==> config.mk <==
export PLATFORM = sky130hd
export DESIGN_NAME = codec_config_sequencer
export DESIGN_NICKNAME = d
export VERILOG_FILES = /design/src/rtl/codec_config_sequencer.sv
export SDC_FILE = /design/constraint.sdc
export NUM_CORES = 1
export LEC_CHECK = 0
export CORE_MARGIN = 2
export CORE_UTILIZATION = 27
export DETAILED_ROUTE_END_ITERATION = 10
export GPL_TIMING_DRIVEN = 0
export PLACE_DENSITY_LB_ADDON = 0.12
export SETUP_SLACK_MARGIN = 0.3
export SYNTH_ARGS = -nofsm -noshare
export SYNTH_HDL_FRONTEND = slang
export SYNTH_SLANG_ARGS = --single-unit
==> constraint.sdc <==
create_clock -name sys_clk -period 4.05 [get_ports sys_clk]
set_clock_uncertainty 0.1 [all_clocks]
set_input_delay 1.0125 -clock sys_clk [delete_from_list [all_inputs] [get_ports sys_clk]]
set_output_delay 1.0125 -clock sys_clk [all_outputs]
set_load 0.005 [all_outputs]
==> src/rtl/codec_config_sequencer.sv <==
// Codec configuration sequencer.
// Sole master of the I2C single-register write block. On start it walks an
// external {register, data} table in order; once the table has been written
// it serves runtime single-register writes from the host port. Every write is
// followed by an idle gap, and every wait for completion is bounded.
module codec_config_sequencer #(
   parameter int         NUM_REGS       = 10,
   parameter int         IDX_W          = 4,
   parameter logic [7:0] CODEC_ADDR     = 8'h34,
   parameter int         GAP_CYCLES     = 16,
   parameter int         TIMEOUT_CYCLES = 1000000
) (
   input  logic             sys_clk,
   input  logic             reset,
   input  logic             start,
   output logic [IDX_W-1:0] tbl_index,
   input  logic [7:0]       tbl_reg,
   input  logic [7:0]       tbl_data,
   input  logic             host_req,
   input  logic [7:0]       host_reg,
   input  logic [7:0]       host_data,
   output logic             host_ack,
   output logic [7:0]       wr_addr,
   output logic [7:0]       wr_register,
   output logic [7:0]       wr_data,
   output logic             wr_write,
   input  logic             wr_done,
   output logic             busy,
   output logic             init_done,
   output logic             timeout_err
);

   typedef enum logic [2:0] {
      S_IDLE,
      S_LOAD,
      S_ISSUE,
      S_WAIT_DONE,
      S_GAP
   } state_t;

   typedef enum logic {
      SRC_INIT,
      SRC_HOST
   } src_t;

   localparam logic [IDX_W-1:0] LAST_IDX = IDX_W'(NUM_REGS - 1);
   localparam logic [15:0]      GAP_LAST = 16'(GAP_CYCLES);
   localparam logic [31:0]      TO_LAST  = 32'(TIMEOUT_CYCLES - 1);

   // Counters saturate instead of wrapping.
   function automatic logic [15:0] sat_inc16(input logic [15:0] v);
      return (v == 16'hFFFF) ? v : v + 16'd1;
   endfunction

   function automatic logic [31:0] sat_inc32(input logic [31:0] v);
      return (v == 32'hFFFF_FFFF) ? v : v + 32'd1;
   endfunction

   state_t           state_q, state_d;
   src_t             src_q, src_d;
   logic [IDX_W-1:0] tbl_index_q, tbl_index_d;
   logic [7:0]       wr_register_q, wr_register_d;
   logic [7:0]       wr_data_q, wr_data_d;
   logic             host_ack_q, host_ack_d;
   logic             init_done_q, init_done_d;
   logic             timeout_err_q, timeout_err_d;
   logic [15:0]      gap_cnt_q, gap_cnt_d;
   logic [31:0]      to_cnt_q, to_cnt_d;

   // State register and all held control/data values.
   always_ff @(posedge sys_clk) begin
      if (reset) begin
         state_q       <= S_IDLE;
         src_q         <= SRC_INIT;
         tbl_index_q   <= '0;
         wr_register_q <= '0;
         wr_data_q     <= '0;
         host_ack_q    <= 1'b0;
         init_done_q   <= 1'b0;
         timeout_err_q <= 1'b0;
         gap_cnt_q     <= '0;
         to_cnt_q      <= '0;
      end else begin
         state_q       <= state_d;
         src_q         <= src_d;
         tbl_index_q   <= tbl_index_d;
         wr_register_q <= wr_register_d;
         wr_data_q     <= wr_data_d;
         host_ack_q    <= host_ack_d;
         init_done_q   <= init_done_d;
         timeout_err_q <= timeout_err_d;
         gap_cnt_q     <= gap_cnt_d;
         to_cnt_q      <= to_cnt_d;
      end
   end

   // Next-state logic: table walk, host arbitration, gap and timeout handling.
   always_comb begin
      state_d       = state_q;
      src_d         = src_q;
      tbl_index_d   = tbl_index_q;
      wr_register_d = wr_register_q;
      wr_data_d     = wr_data_q;
      host_ack_d    = 1'b0;
      init_done_d   = init_done_q;
      timeout_err_d = timeout_err_q;
      gap_cnt_d     = gap_cnt_q;
      to_cnt_d      = to_cnt_q;

      case (state_q)
         S_IDLE: begin
            if (start) begin
               src_d         = SRC_INIT;
               tbl_index_d   = '0;
               init_done_d   = 1'b0;
               timeout_err_d = 1'b0;
               state_d       = S_LOAD;
            end else if (host_req && init_done_q) begin
               src_d         = SRC_HOST;
               wr_register_d = host_reg;
               wr_data_d     = host_data;
               state_d       = S_ISSUE;
            end
         end

         // One cycle for the table's registered read to settle.
         S_LOAD: begin
            state_d = S_ISSUE;
         end

         S_ISSUE: begin
            if (src_q == SRC_INIT) begin
               wr_register_d = tbl_reg;
               wr_data_d     = tbl_data;
            end
            to_cnt_d = '0;
            state_d  = S_WAIT_DONE;
         end

         S_WAIT_DONE: begin
            if (wr_done) begin
               gap_cnt_d  = '0;
               host_ack_d = (src_q == SRC_HOST);
               state_d    = S_GAP;
            end else if (to_cnt_q >= TO_LAST) begin
               timeout_err_d = 1'b1;
               host_ack_d    = (src_q == SRC_HOST);
               state_d       = S_IDLE;
            end else begin
               to_cnt_d = sat_inc32(to_cnt_q);
            end
         end

         S_GAP: begin
            if (gap_cnt_q >= GAP_LAST) begin
               if (src_q == SRC_HOST) begin
                  state_d = S_IDLE;
               end else if (tbl_index_q == LAST_IDX) begin
                  init_done_d = 1'b1;
                  state_d     = S_IDLE;
               end else begin
                  tbl_index_d = tbl_index_q + IDX_W'(1);
                  state_d     = S_LOAD;
               end
            end else begin
               gap_cnt_d = sat_inc16(gap_cnt_q);
            end
         end

         default: begin
            state_d = S_IDLE;
         end
      endcase
   end

   // Output decode. During an init ISSUE cycle the table fields are passed
   // straight through so the strobe and its payload leave together; the
   // captured copy holds them from then until wr_done.
   always_comb begin
      wr_addr     = CODEC_ADDR;
      wr_write    = (state_q == S_ISSUE);
      busy        = (state_q != S_IDLE);
      tbl_index   = tbl_index_q;
      host_ack    = host_ack_q;
      init_done   = init_done_q;
      timeout_err = timeout_err_q;
      if ((state_q == S_ISSUE) && (src_q == SRC_INIT)) begin
         wr_register = tbl_reg;
         wr_data     = tbl_data;
      end else begin
         wr_register = wr_register_q;
         wr_data     = wr_data_q;
      end
   end

endmodule
-- After elaboration in Yosys (flattened, before gate mapping)
Index checks and enable logic that the tools add are counted.
- $add $sub $neg: 3
- order comparisons: 2
- eq/ne operators: 24
- muxes and demuxes: 43
- bitwise operators: 2
- reduce and logical (&&, ||, !) cells: 19
- operators with widths (cell ; count):
    2-to-1 mux 32 bit ; 3
    2-to-1 mux 8 bit ; 8
    one-hot mux 32 bit (2 select lines) ; 1
    2-to-1 mux 16 bit ; 3
    adder 32 x 1 -> 32 bit, second input constant ; 1
    equality test 32 bit, second input constant ; 1
    >= comparator 32 x 20 -> 1 bit, second input constant ; 1
    one-hot mux 16 bit (2 select lines) ; 1
    one-hot mux 8 bit (2 select lines) ; 2
    inequality test 2 bit, second input constant ; 15
    adder 16 x 1 -> 16 bit, second input constant ; 1
    equality test 16 bit, second input constant ; 1
    >= comparator 16 x 5 -> 1 bit, second input constant ; 1
    2-to-1 mux 4 bit ; 4
    AND reduction 4 bit ; 4
    2-to-1 mux 3 bit ; 5
    one-hot mux 3 bit (5 select lines) ; 1
    2-to-1 mux 1 bit ; 12
    nonzero test 2 bit ; 6
    AND reduction 5 bit ; 2
    one-hot mux 4 bit (2 select lines) ; 1
    equality test 3 x 2 -> 1 bit, second input constant ; 2
    inequality test 3 bit, second input constant ; 2
    adder 4 x 1 -> 4 bit, second input constant ; 1
    other kinds (11) ; 14
- register bits after elaboration: 75
- word-level logic and storage cells: 103

-- Depth between registers and ports, before layout
Gate-level depths: netlist of the first run.
- depth after elaboration: 5
- gate-level depth with buffers: 8
- mapped depth without buffers: 7

-- Worst setup path after synthesis of the first run
No wires, ideal clock.
- path type: reg-to-output
- from: register state_q[1]
- to: output wr_data[4]
- data arrival time: 1.720 ns
- path slack: 1.217 ns
- stages on the path, launching flop included: 7
- path through: dfxtp_1 clkbuf_1 nand2b_1 buf_2 nor3_2 buf_2 mux2_2
- word-level cells in the longest chain between the ends: 3
- ends and longest elaborated chain (element ; line ; source):
    start, declared ; 59 ; state_t state_q, state_d;
    start signal, assigned ; 84 ; state_q <= state_d;
    equality test 3 x 2 -> 1 bit ; 187 ; if ((state_q == S_ISSUE) && (src_q == SRC_INIT)) begin
    logical AND 1 bit ; 187 ;
    2-to-1 mux 8 bit ; 187 ;
    end, declared ; 25 ; output logic [7:0] wr_data,
No other way between the ends.

-- Worst setup path in the final report of the first run
- from: register state_q[0]
- to: output wr_write
- word-level cells in the longest chain between the ends: 1
- ends and longest elaborated chain (element ; line ; source):
    equality test 3 x 2 -> 1 bit ; 181 ; wr_write = (state_q == S_ISSUE);
    end, declared ; 26 ; output logic wr_write,
No other way between the ends.

==> results of run 1 <==
==> cell families after synthesis <==
family                     synth area share
adders and majority gates            0.0163
buffers and inverters                0.0629
AOI/OAI and AO/OA                     0.198
other                               0.00196
and+or+nand+nor                       0.274
DFF                                   0.391
muxes                                0.0469
xor gates and xnor gates            0.00912
==> power groups by stage <==
stage               Sequential [uW]  Clock, uW  Combinational, uW
CTS                             776        861                354
global route                    779        898                386
detailed placement              793          0                347
finish                          777        835                354
floorplan                       789          0                182
global placement                792          0                350
==> critical path, delay by kind of cell, from the launching register on <==
family / cells / cell delay (ns)
flops: 1 / 0.30
simple gates: 1 / 0.35
buf+inv: 4 / 1.44
==> path summary, 6_finish.rpt <==
check	startpoint	endpoint	slack (ns)	cells after the start
worst min register to register	to_cnt_q[26]	to_cnt_q[26]	0.33	2
worst min-delay path	to_cnt_q[26]	to_cnt_q[26]	0.33	2
worst max-delay path	state_q[0]	wr_write	0.50	5
worst max register to register	to_cnt_q[0]	to_cnt_q[8]	1.31	7
==> layout make-up <==
cell class                      instances  area share
Inverter                               11     0.00822
Timing Repair Buffer                   61       0.121
Multi-Input combinational cell        338       0.425
Sequential cell                        75       0.299
Tap cell                              180      0.0448
Clock buffer                            9      0.0448
Clock inverter                          7      0.0164
Buffer                                 39      0.0409
==> cells in the mapped netlist, types with 2 or more instances <==
master     count
or4_1          2
buf_4          8
inv_1         11
nor3_1         7
buf_6          2
nor4b_1        2
buf_1          2
nor2_1        43
ha_1           5
a31o_2         2
nand3b_1       3
nand2_1       50
o311ai_0       7
nand3_1       22
a21boi_0       2
and2_1        17
a21oi_1       14
a31oi_1        7
mux2_2        16
a2111oi_2      2
a311oi_1      16
or3_1          5
and3_1         8
o41ai_1        5
a211oi_1       3
and4_1         3
o211ai_1       3
conb_1         2
clkbuf_1      20
o21a_1         2
nor4_1        11
o311ai_1       2
or2_2          3
xor2_1         4
nor3b_1        3
nand2b_1       4
dfxtp_1       75
nand4_1        8
o21ai_0       22
buf_2          7
a32o_1         2
o2111ai_1      3
a211o_1        3
==> state kept, by name, summed over array words and instances, names as in the netlist <==
| register | cells |
|---|---|
| src_q | 1 |
| wr_register_q | 8 |
| init_done | 1 |
| to_cnt_q | 32 |
| timeout_err | 1 |
| wr_data_q | 8 |
| gap_cnt_q | 16 |
| state_q | 3 |
| host_ack | 1 |
| tbl_index | 4 |
==> routing by layer <==
metal,vias up,track usage,share of wire
li1,1828,-,-
met2,83,0.243,0.46
met3,16,0.0489,0.046
met1,1770,0.221,0.48
met5,-,0,0
met4,0,0.0561,0.013
==> through the flow <==
step	cell area, um2	hold slack (ns)	cells
after floorplan	3860	0.312	463
after global placement	4690	0.323	703
after detailed placement	4690	0.325	703
after CTS	5010	0.334	720
after global routing	5020	0.347	720
final	5020	0.333	720
==> what timing repair did <==
action                     4_1_cts  5_1_grt
gates cloned                     0        0
pin swaps                        1        0
resized for setup                3        4
setup endpoints to repair       17       11
buffers inserted                 1        0
==> reports/results.ini, run 1 <==
[sta]
final.setup.tns_ns=0
slew_headroom=0.472
timing.final.crit_share=0.877
timing.final.crit_period_ns=3.55
grt_setup_unrepaired=no
final_critical_path_setup_slack_ns=0.497
final_report_setup_violation_count=0
worst_slew_pin_slew_ns=0.782
max_clock_freq_mhz=281
final-hold-violation-count=0
maxSlewViolCount=0

[floorplanning]
die_w_um=123
boundaryPins=70
initial_core_util=0.277
die_h_um=123
die_area_um2=15200
placeableCoreArea_um2=13900
std_cell_rows=43

[finish]
most_common_cell_after_layout_fill_and_taps_aside=dfxtp_1
combined_flip_flop_and_latch_cell_area_um2=1500
multi_input_comb_area_um2=2130
final_layout_size_suffix_gt1_frac=0.126
fillers=1450
antennaDiodeCount=0
share_of_the_core_filled_with_cells=0.362
finalNetCount=577
highest_count_cells_in_the_layout_ignoring_fill_and_taps=dfxtp_1, clkdlybuf4s50_1, nand2_1
area_growth_syn_to_layout_pct=30.8

[grt]
grt_max_degree=16
antenna_found_initial=0
first_pass_grt_wire_length_um=18900
gr-total-overflow=0
grtUsageTotal=0.162
grt_pass1_vias=3611

[clock_network]
numClockSinks=75
cts_hold_repair.buffers=0
h_tree_level_count=3
clk_latency_ns=0.35
cts_buffer_depth=2
clock_tree_from_tritoncts=yes
cts_made_buffers=9
clockRootBuffer=clkbuf_16
clk_pin_slew_ns=0.06

[synth]
post_synth.cell_area_avg_um2=8.40
synth_area_um2=3840
postSynthRegisterBits=75
post_synth_num_cell_types=62
synth_seq_area_share=0.391
synth.area.top_cells=dfxtp_1, nand2_1, mux2_2
synth_edf_count=0
ys_dominant_reg_cell=dfxtp_1
yosys_top_cell_by_area=dfxtp_1
post_synth_inst_count=457
synth_async_sr_flop_share=0
synth_top_area_share=0.391
ys.warnings.count=0

[placement]
detailedPlacementHpwl_um=8570
place_congestion=0.781
dp_worst_setup_slack_ns=0.234
io_buffers=60

[setup_path]
worstSetupStartpointType=register
cells_traversed_along_the_worst_timing_path=clkbuf_1 -> clkbuf_1 -> nor2_4 -> clkbuf_2 -> clkdlybuf4s50_1
critPathMaxFanout=10
cpMaxStageDelayCell=clkdlybuf4s50_1
critPathRequiredTime_ns=2.94
critical_path.endpoint_type=primary output
cp.arrival_ns=2.44
critical_path_class=reg2out
crit_top_cell=clkbuf_1
timing.critical_path.slowest_cell_delay_ns=0.55

[routing]
drc=0
vias=3697
first_pass_iters=4
drt_iter0_markers=218
antenna_left=0
via_per_inst=5.13
detail_route.wl_per_cell_um=16.6
totalWireLength_um=12000

[hold_path]
holdCritPathClass=reg2reg

[power]
switching_share=0.278
vdd_ir_drop_max_uv=300
finalPower_uw=1970
p_switching_uw=546
clock_power_share=0.425
leakage_uw=0.00177
share_seq_of_total_power=0.395
p_comb_frac=0.180
power.density_nw_per_um2=391
p_int_uw=1420

[run]
cap_violations=0

[outcome]
result_of_the_run=finished, final reports clean

No activity file was read; power rests on OpenSTA's default activity.
==> run 2: changes to the inputs <==
Settings changed: SKIP_CTS_REPAIR_TIMING from default to 1.
Clock period 4.05 ns to 3.8 ns, I/O delays scaled along.
==> run 2 against run 1 <==
Against the previous run:
- sequential share of layout area fell by 0.23 points
- critical path depth rose by 2
- die area did not move
- highest routed layer unchanged
==> reports/results.ini, run 2 (synthesis results as in run 1) <==
[clock_network]
cts_made_buffers=9
clock_tree_from_tritoncts=yes
clk_latency_ns=0.34
numClockSinks=75
h_tree_level_count=3
clockRootBuffer=clkbuf_16
cts_buffer_depth=2
clk_pin_slew_ns=0.06

[sta]
final.setup.tns_ns=0
grt_setup_unrepaired=no
hold_slack_ns=0.333
timing.final.crit_share=0.891
maxSlewViolCount=0
slew_headroom=0.485
timing.final.crit_period_ns=3.38
max_clock_freq_mhz=295
worst_slew_pin_slew_ns=0.762
final_report_setup_violation_count=0
final-hold-violation-count=0

[finish]
max_flop_register=to_cnt_q
final_layout_size_suffix_gt1_frac=0.131
reg.largest.list=to_cnt_q: 32 flops, gap_cnt_q: 16 flops
finalNetCount=579
antennaDiodeCount=0
largest_reg_flops=32
highest_count_cells_in_the_layout_ignoring_fill_and_taps=dfxtp_1, clkdlybuf4s50_1, nand2_1
most_common_cell_after_layout_fill_and_taps_aside=dfxtp_1
fillers=1444
area_growth_syn_to_layout_pct=31.8

[power]
power.density_nw_per_um2=415
leakage_uw=0.00180
vdd_ir_drop_max_uv=320

[setup_path]
reg2regPathDepth=7
critPathMaxFanout=10
cp.arrival_ns=2.33
ff_to_ff_setup_slack_ns=1.04
r2r_path_end=to_cnt_q[8]
worst_reg2reg_startpoint=to_cnt_q[0]
worstSetupStartpointType=register
critical_path.endpoint_type=primary output
critPathRequiredTime_ns=2.75
critical_path_class=reg2out

[grt]
grt_max_degree=16
grt_pass1_vias=3611
gr-total-overflow=0
antenna_found_initial=0
grtUsageTotal=0.162
first_pass_grt_wire_length_um=18800

[routing]
detailed_route_wirelength_on_metal2_um=5560
drt_iter0_markers=228
via_per_inst=5.08
antenna_left=0
post_route_met1_wirelength_um=5680
drc=0
met3_wirelength_um=498
top_signal_layer_used=met4
vias=3668
totalWireLength_um=11900
detail_route.wl_per_cell_um=16.5
first_pass_iters=4

[floorplanning]
std_cell_rows=43
boundaryPins=70
initial_core_util=0.277
die_w_um=123
die_h_um=123
placeableCoreArea_um2=13900
die_area_um2=15200

[outcome]
result_of_the_run=finished, final reports clean

[placement]
io_buffers=60
place_congestion=0.781
detailedPlacementHpwl_um=8570

[hold_path]
holdCritPathClass=reg2reg
worst_hold_startpoint=to_cnt_q[26]
worst_hold_path.num_cells=2
timing.hold.worst_endpoint=to_cnt_q[26]

[run]
cap_violations=0

==> run 2: changes by cell type in the layout (fill, tap and decap cells not counted), sizes merged <==
cell,delta
buf,+4
clkbuf,-2
clkdlybuf4s50,-1
dlymetal6s2s,+1
==> run 2: layout make-up <==
cell class	count	area, um2	share of cell area
multi-input combinational	338	2130	0.422
tap	180	225	0.0445
clock buffer	9	225	0.0445
sequential	75	1500	0.297
timing repair buffer	63	633	0.125
inverter	11	41.3	0.00816
buffer	39	219	0.0433
clock inverter	7	82.6	0.0163
==> run 2: worst max-delay path, stage by stage (launching register included) <==
cell and delay, ns:
dfxtp_1 0.31, clkbuf_4 0.17, nand2b_1 0.07, buf_6 0.15, nor3_4 0.30, buf_6 0.18
mux2_2 0.33, clkdlybuf4s50_1 0.47
==> run 2: how the worst max path moves through the flow <==
stage	slack [ns]	from	endpoint	cells after the start
3_5_place_dp	0.05	state_q[1]	wr_register[6]	7
5_1_grt	0.32	state_q[0]	wr_write	5
3_3_place_gp	0.07	state_q[1]	wr_register[5]	7
2_1_floorplan	1.03	state_q[1]	wr_data[4]	6
6_report	0.42	state_q[1]	wr_register[5]	7
4_1_cts	-0.34	state_q[1]	wr_register[6]	7
==> run 2: through the flow <==
| stage | cells | utilization | power [uW] | area [um2] | setup WS [ns] |
|---|---|---|---|---|---|
| floorplan | 463 | - | 1040 | 3860 | 1.03 |
| global placement | 703 | 0.338 | 1220 | 4690 | 0.0692 |
| detailed placement | 703 | 0.338 | 1210 | 4690 | 0.0467 |
| CTS | 719 | 0.360 | 2120 | 5000 | -0.337 |
| global route | 722 | 0.365 | 2210 | 5060 | 0.316 |
| finish | 722 | 0.365 | 2100 | 5060 | 0.416 |
==> run 2: where the power goes <==
part	total, uW	switching, uW	leakage [uW]	internal [uW]
sequential	827	13.2	0.000607	814
clock	886	367	0.000145	519
combinational	386	198	0.00105	188
total	2100	579	0.00180	1520
==> run 2: layer usage <==
metal,vias to the layer above,global-route usage
met5,-,0
met4,0,0.0561
met3,15,0.0489
met2,71,0.243
met1,1755,0.220
li1,1827,-
==> run 3: changes to the inputs <==
Settings changed: DONT_BUFFER_PORTS from default to 1.
==> run 3 against run 2 <==
Against the previous run:
- final area is 13% lower
- clock power is 7.0% lower
- die area stayed put
- core utilization is 4.8 points lower
- critical path depth is 1 lower
- highest routed layer unchanged
- worst hold slack worse by 0.00077 ns
- global-route usage is 0.73 points lower
==> reports/results.ini, run 3 (synthesis results as in run 1) <==
[setup_path]
critical_path.endpoint_type=primary output
critPathRequiredTime_ns=2.75
cp.arrival_ns=2.18
timing.critical_path.slowest_cell_delay_ns=0.39
crit_top_cell=buf_2
cp_num_buf_inv=3
worstSetupStartpointType=register
cpMaxStageDelayCell=mux2_2
critPathMaxFanout=10
cells_traversed_along_the_worst_timing_path=clkbuf_1 -> nand2b_1 -> buf_2 -> nor3_4 -> buf_2 -> mux2_2
critPathTopFamily=buffers and inverters
critical_path_class=reg2out

[finish]
area_growth_syn_to_layout_pct=14.5
final_layout_size_suffix_gt1_frac=0.139
max_flop_register=to_cnt_q
antennaDiodeCount=0
largest_reg_flops=32
combined_flip_flop_and_latch_cell_area_um2=1500
highest_count_cells_in_the_layout_ignoring_fill_and_taps=dfxtp_1, nand2_1, nor2_1
most_common_cell_after_layout_fill_and_taps_aside=dfxtp_1
reg.largest.list=to_cnt_q: 32 flops, gap_cnt_q: 16 flops
finalNetCount=518
multi_input_comb_area_um2=2130
fillers=1469

[floorplanning]
std_cell_rows=43
initial_core_util=0.277
die_w_um=123
die_h_um=123
die_area_um2=15200
boundaryPins=70
placeableCoreArea_um2=13900

[sta]
max_clock_freq_mhz=309
final_report_setup_violation_count=0
slew_headroom=0.414
final-hold-violation-count=0
maxSlewViolCount=0
final.setup.tns_ns=0
timing.final.crit_share=0.851
timing.final.crit_period_ns=3.23
hold_slack_ns=0.332
worst_slew_pin_slew_ns=0.867
grt_setup_unrepaired=no

[grt]
grtUsageTotal=0.155
antenna_found_initial=0
gr-total-overflow=0
first_pass_grt_wire_length_um=17900
grt_pass1_vias=3250
grt_max_degree=16

[clock_network]
cts_buffer_depth=2
h_tree_level_count=3
clockRootBuffer=clkbuf_16
cts_made_buffers=9
clk_latency_ns=0.35
numClockSinks=75
clock_tree_from_tritoncts=yes
clk_pin_slew_ns=0.06

[routing]
vias=3478
drc=0
via_per_inst=5.26
totalWireLength_um=11400
first_pass_iters=4
detail_route.wl_per_cell_um=17.3
antenna_left=0
drt_iter0_markers=180

[power]
vdd_ir_drop_max_uv=294
leakage_uw=0.00153
power.density_nw_per_um2=437

[placement]
place_congestion=0.801
detailedPlacementHpwl_um=8240
io_buffers=0

[hold_path]
holdCritPathClass=reg2reg

[run]
cap_violations=0

[outcome]
result_of_the_run=finished, final reports clean

-- run 3: layout make-up --
| type | instances | share of cell area |
|---|---|---|
| clock inverters | 7 | 0.0137 |
| plain buffers | 39 | 0.0455 |
| clock buffers | 9 | 0.0512 |
| repair buffers | 2 | 0.00341 |
| flip-flops and latches | 75 | 0.341 |
| well taps | 180 | 0.0512 |
| multi-input cells | 338 | 0.484 |
| inverters | 11 | 0.00939 |
-- run 3: where the power goes --
group	internal [uW]	switching [uW]	total [uW]
combinational	93.3	178	271
clock	452	372	824
sequential	814	13.3	828
-- run 3: path summary, 6_finish.rpt --
path / startpoint / end / slack (ns) / cells after the start
hold reg to reg: to_cnt_q[30] / to_cnt_q[30] / 0.33 / 2
hold / removal: to_cnt_q[30] / to_cnt_q[30] / 0.33 / 2
setup / recovery: state_q[1] / wr_register[6] / 0.57 / 6
setup reg to reg: to_cnt_q[0] / to_cnt_q[8] / 1.08 / 7
-- run 3: layer usage --
| layer | vias up | wire, um | track usage |
|---|---|---|---|
| li1 | 1715 | - | - |
| met1 | 1694 | 5450 | 0.207 |
| met2 | 60 | 5260 | 0.238 |
| met3 | 9 | 604 | 0.0503 |
| met4 | 0 | 102 | 0.0440 |
| met5 | - | 0 | 0 |
-- run 3: tightest hold or removal path, cell delays in order (launching register included) --
cell     delay [ns]
dfxtp_1        0.31
nand2_1        0.05
a21oi_1        0.03
-- run 3: through the flow --
step	setup slack [ns]	area, um2	instances	util	total power [uW]
CTS	0.128	4370	659	0.315	1950
detailed placement	0.516	4090	643	0.294	1110
global route	0.375	4400	661	0.317	2020
global placement	0.527	4090	643	0.294	1110
floorplan	1.03	3860	463	-	1040
finish	0.567	4400	661	0.317	1920
